**src/rtl/lsq_pkg.sv**
```systemverilog
// Shared encodings, field widths and byte-enable helper for the load/store queue.
package lsq_pkg;
    localparam int RV_XLEN  = 32;
    localparam int LSQ_F3_W = 3;
    localparam int LSQ_RD_W = 5;

    localparam logic [2:0] LSQ_LB  = 3'b000;
    localparam logic [2:0] LSQ_LH  = 3'b001;
    localparam logic [2:0] LSQ_LW  = 3'b010;
    localparam logic [2:0] LSQ_LBU = 3'b100;
    localparam logic [2:0] LSQ_LHU = 3'b101;

    localparam logic [0:0] LSQ_IDLE = 1'b0;
    localparam logic [0:0] LSQ_REQ  = 1'b1;

    // Access size lives in funct3[1:0] for both loads and stores.
    function automatic logic [3:0] lsq_be(input logic [2:0] f3, input logic [1:0] off);
        case (f3[1:0])
            2'b00:   lsq_be = 4'b0001 << off;
            2'b01:   lsq_be = 4'b0011 << off;
            default: lsq_be = 4'b1111;
        endcase
    endfunction
endpackage

```
**src/rtl/lsq_fifo.sv**
```systemverilog
// Circular entry store for the LSQ; exposes the head and the entry behind it
// so back-to-back issue can load the next request on the pop edge.
module lsq_fifo #(
    parameter int DEPTH = 4,
    parameter int W     = 8
) (
    input  logic                   clk_i,
    input  logic                   resetb_i,
    input  logic                   clk_en_i,
    input  logic                   push,
    input  logic                   pop,
    input  logic [W-1:0]           wdata,
    output logic [W-1:0]           head,
    output logic [W-1:0]           head_nxt,
    output logic [$clog2(DEPTH):0] count,
    output logic                   full,
    output logic                   empty
);
    localparam int PW = $clog2(DEPTH);
    localparam int CW = PW + 1;

    logic [W-1:0]  mem [DEPTH];
    logic [PW-1:0] wr_ptr;
    logic [PW-1:0] rd_ptr;
    logic          do_push;
    logic          do_pop;

    assign full     = (count == CW'(DEPTH));
    assign empty    = (count == '0);
    assign do_push  = clk_en_i & push & ~full;
    assign do_pop   = clk_en_i & pop & ~empty;
    assign head     = mem[rd_ptr];
    assign head_nxt = mem[rd_ptr + PW'(1)];

    always_ff @(posedge clk_i) begin
        if (do_push) mem[wr_ptr] <= wdata;
    end

    always_ff @(posedge clk_i or negedge resetb_i) begin
        if (!resetb_i) begin
            wr_ptr <= '0;
            rd_ptr <= '0;
            count  <= '0;
        end else begin
            if (do_push) wr_ptr <= wr_ptr + PW'(1);
            if (do_pop)  rd_ptr <= rd_ptr + PW'(1);
            case ({do_push, do_pop})
                2'b10:   count <= count + CW'(1);
                2'b01:   count <= count - CW'(1);
                default: ;
            endcase
        end
    end
endmodule

```
**src/rtl/lsq.sv**
```systemverilog
// Load/store queue: issues committed memory ops in order, one outstanding
// request at a time, and writes aligned/extended load data back to the regfile.
module lsq
    import lsq_pkg::*;
#(
    parameter int DEPTH = 4,
    parameter int XLEN  = RV_XLEN
) (
    input  logic                clk_i,
    input  logic                resetb_i,
    input  logic                clk_en_i,
    input  logic                lq_wr_i,
    input  logic                sq_wr_i,
    input  logic [2:0]          funct3_i,
    input  logic [4:0]          regd_addr_i,
    input  logic [XLEN-1:0]     regs2_data_i,
    input  logic [XLEN-1:0]     addr_i,
    output logic                full_o,
    output logic                empty_o,
    output logic                dmem_req_o,
    output logic                dmem_wr_o,
    output logic [XLEN-1:0]     dmem_addr_o,
    output logic [3:0]          dmem_be_o,
    output logic [XLEN-1:0]     dmem_wdata_o,
    input  logic                dmem_ack_i,
    input  logic [XLEN-1:0]     dmem_rdata_i,
    output logic                regd_wr_o,
    output logic [4:0]          regd_addr_o,
    output logic [XLEN-1:0]     regd_data_o
);
    localparam int CW = $clog2(DEPTH) + 1;
    localparam int EW = 1 + LSQ_F3_W + LSQ_RD_W + 2 * XLEN;

    logic [EW-1:0]       head;
    logic [EW-1:0]       head_nxt;
    logic [EW-1:0]       nxt;
    logic [CW-1:0]       count;
    logic                fifo_full;
    logic                fifo_empty;
    logic                push;
    logic                ack_fire;
    logic [0:0]          state;

    logic                n_store;
    logic [LSQ_F3_W-1:0] n_f3;
    logic [LSQ_RD_W-1:0] n_rd;
    logic [XLEN-1:0]     n_addr;
    logic [XLEN-1:0]     n_data;
    logic [XLEN-1:0]     n_wdata;

    logic [LSQ_F3_W-1:0] cur_f3;
    logic [1:0]          cur_off;
    logic [LSQ_RD_W-1:0] cur_rd;
    logic [XLEN-1:0]     ld_sh;
    logic [XLEN-1:0]     ld_data;

    // A simultaneous load+store push is stored as a store.
    assign push     = lq_wr_i | sq_wr_i;
    assign ack_fire = clk_en_i & (state == LSQ_REQ) & dmem_ack_i;

    lsq_fifo #(
        .DEPTH (DEPTH),
        .W     (EW)
    ) u_fifo (
        .clk_i    (clk_i),
        .resetb_i (resetb_i),
        .clk_en_i (clk_en_i),
        .push     (push),
        .pop      (ack_fire),
        .wdata    ({sq_wr_i, funct3_i, regd_addr_i, addr_i, regs2_data_i}),
        .head     (head),
        .head_nxt (head_nxt),
        .count    (count),
        .full     (fifo_full),
        .empty    (fifo_empty)
    );

    assign full_o  = fifo_full;
    assign empty_o = fifo_empty & (state == LSQ_IDLE) & ~regd_wr_o;

    // While a request is outstanding its entry is still the head, so the
    // next request to load is the one behind it.
    assign nxt = (state == LSQ_REQ) ? head_nxt : head;
    assign {n_store, n_f3, n_rd, n_addr, n_data} = nxt;

    always_comb begin
        n_wdata = '0;
        if (n_store) begin
            case (n_f3[1:0])
                2'b00:   n_wdata = {(XLEN/8){n_data[7:0]}};
                2'b01:   n_wdata = {(XLEN/16){n_data[15:0]}};
                default: n_wdata = n_data;
            endcase
        end
    end

    assign ld_sh = dmem_rdata_i >> {cur_off, 3'b000};

    always_comb begin
        case (cur_f3)
            LSQ_LB:  ld_data = {{(XLEN-8){ld_sh[7]}}, ld_sh[7:0]};
            LSQ_LH:  ld_data = {{(XLEN-16){ld_sh[15]}}, ld_sh[15:0]};
            LSQ_LBU: ld_data = {{(XLEN-8){1'b0}}, ld_sh[7:0]};
            LSQ_LHU: ld_data = {{(XLEN-16){1'b0}}, ld_sh[15:0]};
            default: ld_data = ld_sh;
        endcase
    end

    always_ff @(posedge clk_i or negedge resetb_i) begin
        if (!resetb_i) begin
            state        <= LSQ_IDLE;
            dmem_req_o   <= 1'b0;
            dmem_wr_o    <= 1'b0;
            dmem_addr_o  <= '0;
            dmem_be_o    <= '0;
            dmem_wdata_o <= '0;
            cur_f3       <= '0;
            cur_off      <= '0;
            cur_rd       <= '0;
            regd_wr_o    <= 1'b0;
            regd_addr_o  <= '0;
            regd_data_o  <= '0;
        end else if (clk_en_i) begin
            regd_wr_o <= 1'b0;
            if (ack_fire && !dmem_wr_o) begin
                regd_wr_o   <= 1'b1;
                regd_addr_o <= cur_rd;
                regd_data_o <= ld_data;
            end
            if ((state == LSQ_IDLE && !fifo_empty) || (ack_fire && count > CW'(1))) begin
                state        <= LSQ_REQ;
                dmem_req_o   <= 1'b1;
                dmem_wr_o    <= n_store;
                dmem_addr_o  <= {n_addr[XLEN-1:2], 2'b00};
                dmem_be_o    <= lsq_be(n_f3, n_addr[1:0]);
                dmem_wdata_o <= n_wdata;
                cur_f3       <= n_f3;
                cur_off      <= n_addr[1:0];
                cur_rd       <= n_rd;
            end else if (ack_fire) begin
                state      <= LSQ_IDLE;
                dmem_req_o <= 1'b0;
            end
        end
    end

    a_no_dual_push: assert property (@(posedge clk_i) disable iff (!resetb_i)
        clk_en_i |-> !(lq_wr_i && sq_wr_i))
        else $error("lsq: load and store pushed in the same cycle");

    // Dropping a push is recoverable, so this only warns.
    a_push_full: assert property (@(posedge clk_i) disable iff (!resetb_i)
        (clk_en_i && push) |-> !fifo_full)
        else $warning("lsq: push while full dropped");
endmodule

```
**config.mk**
```make
export PLATFORM = sky130hd
export DESIGN_NAME = lsq
export DESIGN_NICKNAME = d
export VERILOG_FILES = /design/src/rtl/lsq_pkg.sv /design/src/rtl/lsq_fifo.sv /design/src/rtl/lsq.sv
export SDC_FILE = /design/constraint.sdc
export NUM_CORES = 1
export LEC_CHECK = 0
export CAP_MARGIN = 10
export CORE_ASPECT_RATIO = 0.6
export CORE_UTILIZATION = 56
export CTS_CLUSTER_DIAMETER = 50
export DETAILED_ROUTE_END_ITERATION = 6
export GPL_TIMING_DRIVEN = 0
export PLACE_DENSITY = 0.8
export RECOVER_POWER = 25
export SLEW_MARGIN = 20
export SYNTH_ARGS = -nofsm -noshare
export SYNTH_HDL_FRONTEND = slang
export SYNTH_HIERARCHICAL = 1
export SYNTH_SLANG_ARGS = --single-unit
```
**constraint.sdc**
```tcl
create_clock -name clk_i -period 3.8 [get_ports clk_i]
set_input_delay 0.57 -clock clk_i [delete_from_list [all_inputs] [get_ports clk_i]]
set_output_delay 0.57 -clock clk_i [all_outputs]
set_load 0.01 [all_outputs]
```
==> metrics.yaml <==
global_routing:
  grt_overflow_total: 0
  antenna_found_initial: 9
  grt_usage_pct: 29.5
  grt_pass1_vias: 11900
  grt_max_degree: 75
  grt_pass1_wl_um: 74400
worst_setup_path:
  crit_required_ps: 4230
  r2r-start: "u_fifo/rd_ptr[1]$_DFFE_PN0P_"
  cp.arrival_ps: 3770
  path_cells: "buf_2, buf_2, mux4_2, clkbuf_1, nand2b_1, nand2_1, clkbuf_1, a21oi_1, o41ai_1"
  startpoint: "u_fifo/rd_ptr[1]$_DFFE_PN0P_"
  path_buf_inv: 4
  critPathMaxStageDelay_ps: 580
  reg2reg_slack_ps: 450
  reg2reg_to: "dmem_wdata_o[31]$_DFFE_PN0P_"
  cpMaxStageDelayCell: "clkbuf_1"
  critPathLaunchType: "register"
  path_delay_family: "buffers and inverters"
  worstPathMaxFanout: 10
  r2r_cells: 9
  path_class: "register to register"
  end_kind: "register"
die:
  die_area_mm2: 0.0346
  initial_utilization_pct: 57.6
  die_w_um: 239
  num_rows: 51
  die_h_um: 144
  io_pins: 220
  coreArea_mm2: 0.0329
power:
  pwr-share-comb_pct: 44.5
  peakVddDrop_mv: 0.421
  intPower_mw: 12.3
  swShare_pct: 35.4
  switchingPower_mw: 6.73
  power_density_mw_per_mm2: 824
  clock_power_share_pct: 20.5
  seqPwrFrac_pct: 35.0
  leakage_nw: 8.57
flow_run:
  drv_cap: 0
timing:
  drv_slew: 0
  rsz0062_at_grt: "false"
  max_clock_freq_ghz: 0.299
  hold_viol: 0
  layout_min_cycle_time_ps: 3350
  fin_crit_sh_pct: 88.1
  skew_ps: 8.06
  slew_headroom_pct: 37.9
  worstMarginPinSlew_ps: 913
  setup_viol: 0
routing:
  drt-pass1-iter-count: 5
  postRouteAntennaNets: 0
  wl_um: 50000
  wl_per_cell_um: 26.4
  drtIter0Drc: 1425
  vias: 12200
  viasPerCell: 6.44
  post-route-drc-count: 0
logic_synthesis:
  yosys.area.top_type: "edfxtp_1"
  synthTopCellsByCount: "edfxtp_1, mux4_2, dfrtp_1"
  synth_top_area_share_pct: 46.3
  syn_area_mm2: 0.0189
  yosysWarnings: 6
  ys_top_cells_by_area: "edfxtp_1, mux4_2, dfrtp_1"
  avgSynthCellArea_um2: 16.5
  syn_inst: 1147
  ys_seq_area_share_pct: 62.6
  synthArstFlopShare_pct: 29.6
  ys.flop_type: "edfxtp_1"
  ys_types: 54
  yosysMostFrequentCell: "edfxtp_1"
  synth_edf_count: 292
  ys_ff_latch: 415
placed_design:
  dpl_cell_area_mm2: 0.0218
  place_hpwl_um: 34200
  io_buffers: 217
  place_congestion: 0.919
final_layout:
  n_fill_cell: 2082
  nets: 1528
  areaGrowthSynthToFinish_pct: 22.0
  final_cell_area_mm2: 0.0231
  register_area_mm2: 0.0118
  multi_input_area_mm2: 0.00646
  drive_gt1_share_pct: 20.0
  post-route-util_pct: 70.3
clocking:
  clock_latency_ps: 540
  numCtsBuffers: 39
  ctsResizeCount: 0
  htreeDepth: 2
  clkTransAtPathRegs_ps: 60
  cts_tree: "done"
  cts_root_buf: "clkbuf_16"
  clock_sinks: 415
  clk_path_buf_depth: 3
  post_cts_buffers: 0
run_status:
  run_status: "complete, no violations"
min_path:
  hp-start: "dmem_addr_o[22]$_DFFE_PN0P_"
  hp-class: "register to register"
  holdPathEnd: "dmem_addr_o[22]$_DFFE_PN0P_"
  min_delay_path_depth: 2
-- how the worst max path moves through the flow --
| stage | end | slack (ps) | cells past startpoint |
|---|---|---|---|
| 2_1_floorplan | u_fifo/mem[0][0]$_DFFE_PP_ | 640 | 4 |
| 3_3_place_gp | dmem_addr_o[14]$_DFFE_PN0P_ | -3000 | 1 |
| 3_5_place_dp | u_fifo/mem[3][48]$_DFFE_PP_ | 520 | 6 |
| 4_1_cts | dmem_wdata_o[31]$_DFFE_PN0P_ | 550 | 9 |
| 5_1_grt | dmem_wdata_o[31]$_DFFE_PN0P_ | 250 | 9 |
| 6_report | dmem_wdata_o[31]$_DFFE_PN0P_ | 450 | 9 |
-- cell families (layout without fill, tap and decap cells) --
group | after synthesis | in the layout | share of synthesized area (%)
muxes | 245 | 245 | 22.7
other | 1 | 7 | 0.0198
adders and majority gates | 6 | 6 | 0.436
buffers and inverters | 94 | 388 | 3.36
and+or+nand+nor | 222 | 222 | 5.27
DFF | 415 | 415 | 62.6
xor gates and xnor gates | 6 | 6 | 0.278
AOI/OAI and AO/OA | 158 | 158 | 5.36
-- final cells by class --
type | instances | area share (%)
sequential | 415 | 51.3
multi-input combinational | 639 | 28.0
timing repair buffer | 223 | 10.0
clock buffer | 57 | 4.97
buffer | 84 | 2.59
tap | 450 | 2.44
clock inverter | 14 | 0.514
inverter | 10 | 0.162
antenna | 5 | 0.0542
-- layout by cell type, fill, tap and decap left out, types with 15 or more instances in the layout --
master	n
clkbuf_16	42
a21oi_1	20
dlygate4sd3_1	61
nand3_1	32
dfrtp_1	123
edfxtp_1	292
nor2b_1	15
buf_2	38
mux4_2	146
o21ai_0	70
nor2_1	29
nand2_1	114
clkbuf_1	32
mux2i_1	86
clkdlybuf4s50_1	156
-- tightest hold or removal path, cell delays in order, from the launching register on --
cell and delay (ps):
dfrtp_1 340, nand2_1 50, o21ai_0 60
-- flip-flops by register name, indices dropped and copies added, names as in the netlist, 3 cells and up --
| signal | count |
|---|---|
| cur_f3 | 3 |
| cur_rd | 5 |
| dmem_addr_o | 30 |
| dmem_be_o | 4 |
| dmem_wdata_o | 32 |
| regd_addr_o | 5 |
| regd_data_o | 32 |
| u_fifo/count | 3 |
| u_fifo/mem | 292 |
-- stage by stage --
stage               hold slack [ps]  setup slack [ps]  setup TNS [ps]  total power, mW  std cells
floorplan                       274               640               0             11.9       1148
global placement                454             -3000         -833780             14.8       1815
detailed placement              466               519               0             15.1       1820
CTS                             488               546               0             19.0       1892
global route                    506               248               0             19.8       1896
finish                          483               453               0             19.0       1897
-- what timing repair did --
action                                 CTS  global route
hold buffers                             1             0
endpoints found under the hold margin   49             0
setup endpoints to repair                0             0
-- power by group through the flow --
| stage | registers (mW) | logic [mW] | clock network [mW] |
|---|---|---|---|
| 2_1_floorplan | 6.76 | 5.18 | 0 |
| 3_3_place_gp | 6.72 | 8.11 | 0 |
| 3_5_place_dp | 6.71 | 8.37 | 0 |
| 4_1_cts | 6.64 | 8.44 | 3.93 |
| 5_1_grt | 6.74 | 8.98 | 4.12 |
| 6_report | 6.66 | 8.48 | 3.89 |
-- routing by layer --
layer  GRT usage [%]  up-vias  part of all wire [%]
met4            7.83        4                   2.3
li1                -     5084                     -
met3            6.47      103                    11
met2            45.0      769                    45
met5               0        -                 0.052
met1            43.6     6251                    41
Note: power is estimated with default switching activity, not from simulation.
